--- config.mk ---
export PLATFORM = sky130hd
export DESIGN_NAME = dcache_burst_controller
export DESIGN_NICKNAME = d
export VERILOG_FILES = /design/src/rtl/dcache_burst_controller.sv
export SDC_FILE = /design/constraint.sdc
export NUM_CORES = 1
export LEC_CHECK = 0
export ABC_AREA = 1
export CORE_AREA = 2 2 210 212
export DETAILED_ROUTE_END_ITERATION = 16
export DIE_AREA = 0 0 212 214
export PLACE_DENSITY = 0.7
export SLEW_MARGIN = 30
export SYNTH_ARGS = -nofsm -noshare
export SYNTH_HDL_FRONTEND = slang
export SYNTH_SLANG_ARGS = --single-unit
export TNS_END_PERCENT = 20
--- constraint.sdc ---
create_clock -name clock -period 2.68 [get_ports clock]
set_clock_uncertainty 0.15 [all_clocks]
set_input_delay 0.536 -clock clock [delete_from_list [all_inputs] [get_ports clock]]
set_output_delay 0.536 -clock clock [all_outputs]
set_load 0.01 [all_outputs]
--- src/rtl/dcache_burst_controller.sv ---
// Write-back, write-allocate D-cache controller with parametrised multi-beat refill and writeback.
// Hits complete in the request cycle; misses burst the victim out (if dirty), burst the line in, then fill.
module dcache_burst_controller #(
  parameter int ADDR_W      = 32,
  parameter int WORD_BYTES  = 4,
  parameter int BLOCK_WORDS = 4,
  parameter int BEAT_WORDS  = 1,
  localparam int WB     = WORD_BYTES * 8,
  localparam int BLK_B  = BLOCK_WORDS * WB,
  localparam int BEAT_B = BEAT_WORDS * WB,
  localparam int NB     = WORD_BYTES * BLOCK_WORDS,
  localparam int OFF_W  = $clog2(NB),
  localparam int BA_W   = ADDR_W - OFF_W,
  localparam int BEATS  = BLOCK_WORDS / BEAT_WORDS,
  localparam int BI_W   = (BEATS > 1) ? $clog2(BEATS) : 1
) (
  input  logic              clock,
  input  logic              reset,
  input  logic              ren,
  input  logic              wen,
  input  logic [ADDR_W-1:0] addr,
  input  logic [WORD_BYTES-1:0] byteSelectVector,
  input  logic [WB-1:0]     din,
  output logic              stall,
  output logic [WB-1:0]     dout,
  output logic [BA_W-1:0]   blockAddr,
  input  logic              cacheHit,
  input  logic              cacheDirtyBit,
  input  logic [BA_W-1:0]   cacheVictimAddr,
  input  logic [BLK_B-1:0]  cacheDout,
  output logic              cacheRen,
  output logic              cacheWen,
  output logic              cacheFillWen,
  output logic [NB-1:0]     cacheBytesAccess,
  output logic [BLK_B-1:0]  cacheDin,
  output logic              memRen,
  output logic              memWen,
  output logic [BA_W-1:0]   memAddr,
  output logic [BI_W-1:0]   memBeat,
  output logic [BEAT_B-1:0] memDin,
  input  logic              memReadReady,
  input  logic              memWriteDone,
  input  logic [BEAT_B-1:0] memDout
);

  // state | meaning
  // IDLE  | lookup; hits served combinationally, miss launches a transfer
  // WB    | writing dirty victim out, one beat per memWriteDone
  // RD    | reading missed line in, one beat per memReadReady
  // FILL  | one cycle writing the refilled (and store-merged) line to the array
  typedef enum logic [1:0] {S_IDLE, S_WB, S_RD, S_FILL} state_t;

  localparam int BO_W = $clog2(WORD_BYTES);
  localparam int WI_W = (BLOCK_WORDS > 1) ? $clog2(BLOCK_WORDS) : 1;

  state_t            state, next_state;
  logic [BI_W-1:0]   beat;
  logic [BA_W-1:0]   victim_addr, miss_addr;
  logic [BLK_B-1:0]  fill_buf, fill_line, din_at_off;
  logic [NB-1:0]     store_mask;
  logic [WI_W-1:0]   word_idx;
  logic              req, last_beat, unused_ok;

  generate
    if (BLOCK_WORDS > 1) begin : g_widx
      assign word_idx = addr[BO_W +: WI_W];
    end else begin : g_widx1
      assign word_idx = '0;
    end
  endgenerate

  assign unused_ok = &{1'b0, addr};
  assign req       = ren ^ wen;
  assign last_beat = (beat == BI_W'(BEATS - 1));
  assign blockAddr = addr[ADDR_W-1:OFF_W];
  assign dout      = reset ? cacheDout[word_idx*WB +: WB] : '0;
  assign stall     = (state != S_IDLE) | (req & ~cacheHit);

  // Store word positioned in the line; the same view serves hit writes and the fill merge.
  always_comb begin
    store_mask = '0;
    din_at_off = '0;
    for (int w = 0; w < BLOCK_WORDS; w++) begin
      if (word_idx == WI_W'(w)) begin
        store_mask[w*WORD_BYTES +: WORD_BYTES] = byteSelectVector;
        din_at_off[w*WB +: WB] = din;
      end
    end
    fill_line = fill_buf;
    for (int i = 0; i < NB; i++) begin
      if (wen && store_mask[i]) fill_line[i*8 +: 8] = din_at_off[i*8 +: 8];
    end
  end

  always_ff @(posedge clock or negedge reset) begin
    if (!reset) state <= S_IDLE;
    else        state <= next_state;
  end

  always_comb begin
    next_state       = state;
    cacheRen         = 1'b0;
    cacheWen         = 1'b0;
    cacheFillWen     = 1'b0;
    cacheBytesAccess = '0;
    cacheDin         = '0;
    memRen           = 1'b0;
    memWen           = 1'b0;
    memAddr          = '0;
    memBeat          = '0;
    memDin           = '0;
    case (state)
      S_IDLE: begin
        if (req && !cacheHit) begin
          next_state = cacheDirtyBit ? S_WB : S_RD;
        end else if (req && reset) begin
          cacheRen = ren;
          cacheWen = wen;
          if (wen) begin
            cacheBytesAccess = store_mask;
            cacheDin         = din_at_off;
          end
        end
      end
      S_WB: begin
        memWen  = 1'b1;
        memAddr = victim_addr;
        memBeat = beat;
        memDin  = cacheDout[beat*BEAT_B +: BEAT_B];
        if (memWriteDone && last_beat) next_state = S_RD;
      end
      S_RD: begin
        memRen  = 1'b1;
        memAddr = miss_addr;
        memBeat = beat;
        if (memReadReady && last_beat) next_state = S_FILL;
      end
      S_FILL: begin
        cacheFillWen = 1'b1;
        cacheDin     = fill_line;
        next_state   = S_IDLE;
      end
      default: next_state = S_IDLE;
    endcase
  end

  always_ff @(posedge clock or negedge reset) begin
    if (!reset) begin
      beat        <= '0;
      victim_addr <= '0;
      miss_addr   <= '0;
      fill_buf    <= '0;
    end else begin
      case (state)
        S_IDLE: begin
          if (req && !cacheHit) begin
            victim_addr <= cacheVictimAddr;
            miss_addr   <= blockAddr;
            beat        <= '0;
          end
        end
        S_WB: begin
          if (memWriteDone) beat <= last_beat ? '0 : beat + 1'b1;
        end
        S_RD: begin
          if (memReadReady) begin
            fill_buf[beat*BEAT_B +: BEAT_B] <= memDout;
            beat <= last_beat ? '0 : beat + 1'b1;
          end
        end
        default: ;
      endcase
    end
  end

endmodule

# After elaboration in Yosys (flattened, before gate mapping)
# Index checks and enable logic that the tools add are counted.
# word_totals
reg_bits	188
input_bits	264
out_inout_bits	272
word_cells	113
# classes
n_addsub	2
n_eq_ne	12
n_shift	4
n_mux	56
n_bitwise	4
reduce_logical	30
# op_table
cell	count
$mux W128	3
$pmux W128 S2	1
$shiftx A128 B8 Y32	2
$mux W32	6
$bwmux W128	1
$mux W8	16
$shift A32 B34 Y128 const A	1
$shiftx A32 B34 Y128	1
$mux W16	4
$pmux W28 S2	1
$neg A7 Y34	1
$logic_and A1 B1 Y1	20
$mux W2	9
$mux W4	4
$eq A2 B2 Y1 const B	5
$ne A2 B2 Y1 const B	5
$mux W1	9
$pmux W2 S4	1
$pmux W2 S3	1
$eq A2 B1 Y1 const B	2
$logic_not A2 Y1	2
$reduce_and A2 Y1	2
$reduce_and A4 Y1	1
$reduce_and A3 Y1	1
other kinds (9)	9

# Depth between registers and ports, before layout
# logic_depth
ltp_word	6
depth_mapped	10

# Worst setup path before layout
# Ideal clock, no wire load.
# synth_timing
path_kind	register -> register
startpoint	register beat[1]
endpoint	register fill_buf[15]
setup_ps	83
arrival_ps	2109
setup_slack_ps	339
stages_incl_launch_ff	10
period_less_slack_ps	2341
cell_sequence	dfrtp_1 > buf_2 > inv_1 > clkbuf_1 > ha_1 > buf_2 > nor3_1 > buf_2 > nand3_1 > o21ai_0
# synth_via
elab_chain_cells	3
word_cells_on_any_way	4
cone_classes	add/sub: 1; shift: 2; mux: 1
# synth_lines
item	line	text
start, declared	57	logic [BI_W-1:0] beat;
start signal, assigned	163	if (memWriteDone) beat <= last_beat ? '0 : beat + 1'b1;
start signal, assigned	168	beat <= last_beat ? '0 : beat + 1'b1;
$neg A7 Y34 (*)	167	fill_buf[beat*BEAT_B +: BEAT_B] <= memDout;
$shiftx A32 B34 Y128 / $shift A32 B34 Y128 (equally long branches)	167	
$bwmux W128 (*)	167	
end signal, assigned by index	167	
end, declared	59	logic [BLK_B-1:0] fill_buf, fill_line, din_at_off;
# Every way passes the cells marked *; elsewhere a longest branch is shown, timed or not.
# A chain may end at the register's enable or synchronous reset.

# Worst setup path in the final report
# layout_timing
startpoint	register state[0]
endpoint	output port cacheDin[30]
# layout_via
elab_chain_cells	2
word_cells_on_any_way	3
cone_classes	eq/ne: 1; mux: 1; reduce/logical: 1
# layout_lines
item	line	text
start, declared	56	state_t state, next_state;
start signal, assigned	97	else state <= next_state;
$eq A2 B2 Y1 / $logic_not A2 Y1 (equally long branches)	112	case (state)
$pmux W128 S2 (*)	112	
end, declared	35	output logic [BLK_B-1:0] cacheDin,
# Marked as above.

==> impl_metrics.toml <==
[cts]
cts_made_buffers = 17
cts.clk_slew.worst_paths_ps = 80
clk_latency_ps = 460
root_buffer = "clkbuf_16"
cts_max_level = 4
clkSinkCount = 188
cts_tree = "done"
cts_hold_buf = 0
clock_path_buffers = 2

[sta]
finalCriticalPeriod_ps = 2880
final_max_slew_viol_count = 0
setup_ws_ps = -199
holdWs_ps = 224
timing.final.crit_share_pct = 107
hold_viol = 0
max_slew_margin_pct = 42.4
rsz0062_at_grt = "yes"
worst_pin_slew_ps = 864
max_freq_ghz = 0.347
setup_viol_count_final = 131
tns_ps = -9990

[route]
drt-wirelength-per-cell_um = 21.4
first_pass_iters = 9
drt_iter0_drc = 2291
ant_nets = 0
viasPerCell = 5.53
num_vias = 19900
wirelength_um = 77000
drcViolationCount = 0

[critical_path]
crit_arrival_ps = 2190
crit_fanout = 5
crit_path_end_kind = "output port"
worstSetupStartpoint = "state[0]$_DFFE_PN0P_"
worstReg2RegStart = "beat[0]$_DFFE_PN0P_"
path_class = "register to output port"
startpoint_type = "register"
required_ps = 1990

[final_layout]
multi_input_area_um2 = 9020
fin_nets = 3269
seqCellArea_um2 = 4710
final_area_um2 = 23900
n_fill_cell = 4149
drive_gt1_share_pct = 24.8
area_delta_synth_final_pct = 64.3

[floorplanning]
die_x_um = 212
io_pins = 536
rows = 76
die-area_um2 = 45400
die_h_um = 214
coreArea_um2 = 42900
start_util_pct = 33.9

[global_routing]
grt_overflow = 0
grt_pass1_wl_um = 114000
grt_pass1_vias = 19000
grt_max_degree = 148
grt.total_usage_pct = 32.8
antenna_found_initial = 12

[power_and_ir_drop]
power_density_nw_per_um2 = 734
p_leak_nw = 11.5
ir_drop_uv = 714
power_mw = 17.5

[synthesis]
netlist_area_um2 = 14600
ys.warnings.count = 0
synth_edf_count = 0
syn_inst = 2398
ys_seq_elements = 188
synth_nets = 2671
yosys-top-cells-area = "dfrtp_1 (32%), nand2_1 (15%), o21ai_0 (9.3%)"
async_reset_ff_share_pct = 100
seq_area_frac_synth_pct = 32.3
ys.flop_type = "dfrtp_1"
synth_most_common_cell = "nand2_1"
synthTopCellsByCount = "nand2_1 (586), inv_1 (272), o21ai_0 (271)"
avgSynthCellArea_um2 = 6.07
synth_cell_types = 21
synth_top_cell_by_area = "dfrtp_1"
synth_top_area_share_pct = 32.3

[outcome]
failed_checks = "negative setup slack"
outcome = "finished with violations"

[min_path]
hold_path.class = "primary input to asynchronous set/reset pin"

[job]
max_cap_viol_count = 0

[place]
gp_congestion = 0.994
io_buffers = 533
hpwlAfterDp_um = 52500
placed_area_um2 = 21500
## where the power goes
group | switching, mW | internal [mW] | total [mW]
logic | 6.63 | 3.77 | 10.4
clock network | 1.33 | 1.34 | 2.67
registers | 0.423 | 4.05 | 4.47
## per-layer routing
layer  part of all wire, %  GRT usage, %  wire (µm)
met3                    11          8.05       8310
met4                   4.5          14.6       3460
met2                    45          51.4      35000
met1                    39          42.6      30200
met5                 0.035             0         27
## registers in the layout, summed over array words and instances (netlist names)
name / flops
state: 2
victim_addr: 28
fill_buf: 128
beat: 2
miss_addr: 28
## cell usage in the layout, fill, tap and decap left out, drive strengths merged
cell / Yosys / final
nand2: 590 / 591
buf: 103 / 385
inv: 281 / 285
clkdlybuf4s50: 0 / 281
o21ai: 278 / 278
nand3: 256 / 256
a21oi: 251 / 251
nor2: 229 / 229
dfrtp: 188 / 188
clkbuf: 107 / 79
nand4: 66 / 66
dlygate4sd2: 0 / 41
o22ai: 36 / 36
clkdlybuf4s15: 0 / 13
diode: 0 / 10
dlymetal6s2s: 0 / 9
ha: 9 / 9
clkinv: 0 / 6
nor3: 2 / 2
o211ai: 1 / 1
nand3b: 1 / 1
clkinvlp: 0 / 1
bufbuf: 0 / 1
## stage by stage
step / utilization (%) / cells / setup slack [ps]
6_report: 55.7 / 3604 / -199
2_1_floorplan: - / 2398 / 339
4_1_cts: 55.0 / 3583 / -248
3_5_place_dp: 50.2 / 3477 / -926
5_1_grt: 55.7 / 3604 / -241
3_3_place_gp: 50.2 / 3477 / -912
## final timing paths
check	end	cells past startpoint	slack, ps
worst max-delay path	cacheDin[30]	11	-200
worst min-delay path	state[0]$_DFFE_PN0P_	3	220
worst max register to register	fill_buf[39]$_DFFE_PN0P_	7	170
worst min register to register	victim_addr[4]$_DFFE_PN0P_	2	340
max in group asynchronous	fill_buf[37]$_DFFE_PN0P_	3	1450
min in group clock	victim_addr[4]$_DFFE_PN0P_	2	340
## what timing repair did
action / in CTS / in global routing
setup endpoints to repair: 244 / 244
resized for setup: 812 / 366
pin swaps: 79 / 62
endpoints found under the hold margin: 0 / 0
gates cloned: 22 / 4
setup buffers: 54 / 13
## worst max-delay path, stage by stage (launching register included)
cell and delay, ps:
dfrtp_1 400, inv_2 80, ha_4 150, inv_4 50, nor2_4 120, buf_12 140
buf_12 140, buf_16 140, buf_8 120, nand2_2 50, a21oi_2 170, buf_2 160
## cell type report
class / count / area share, %
Timing Repair Buffer: 788 / 32.3
Antenna cell: 10 / 0.105
Tap cell: 585 / 3.06
Sequential cell: 188 / 19.7
Clock inverter: 11 / 0.513
Multi-Input combinational cell: 1720 / 37.7
Inverter: 281 / 4.54
Clock buffer: 21 / 2.01
## cell families (layout without fill, tap and decap cells)
family          count (synthesis)  count (layout)  share of synthesized area [%]
other cells                     0              10                              0
buf+inv                       491            1101                           14.0
flops                         188             188                           32.3
simple gates                 1144            1145                           33.1
compound gates                566             566                           19.8
fa+ha+maj                       9               9                          0.774
(Power assumes the default switching activity.)
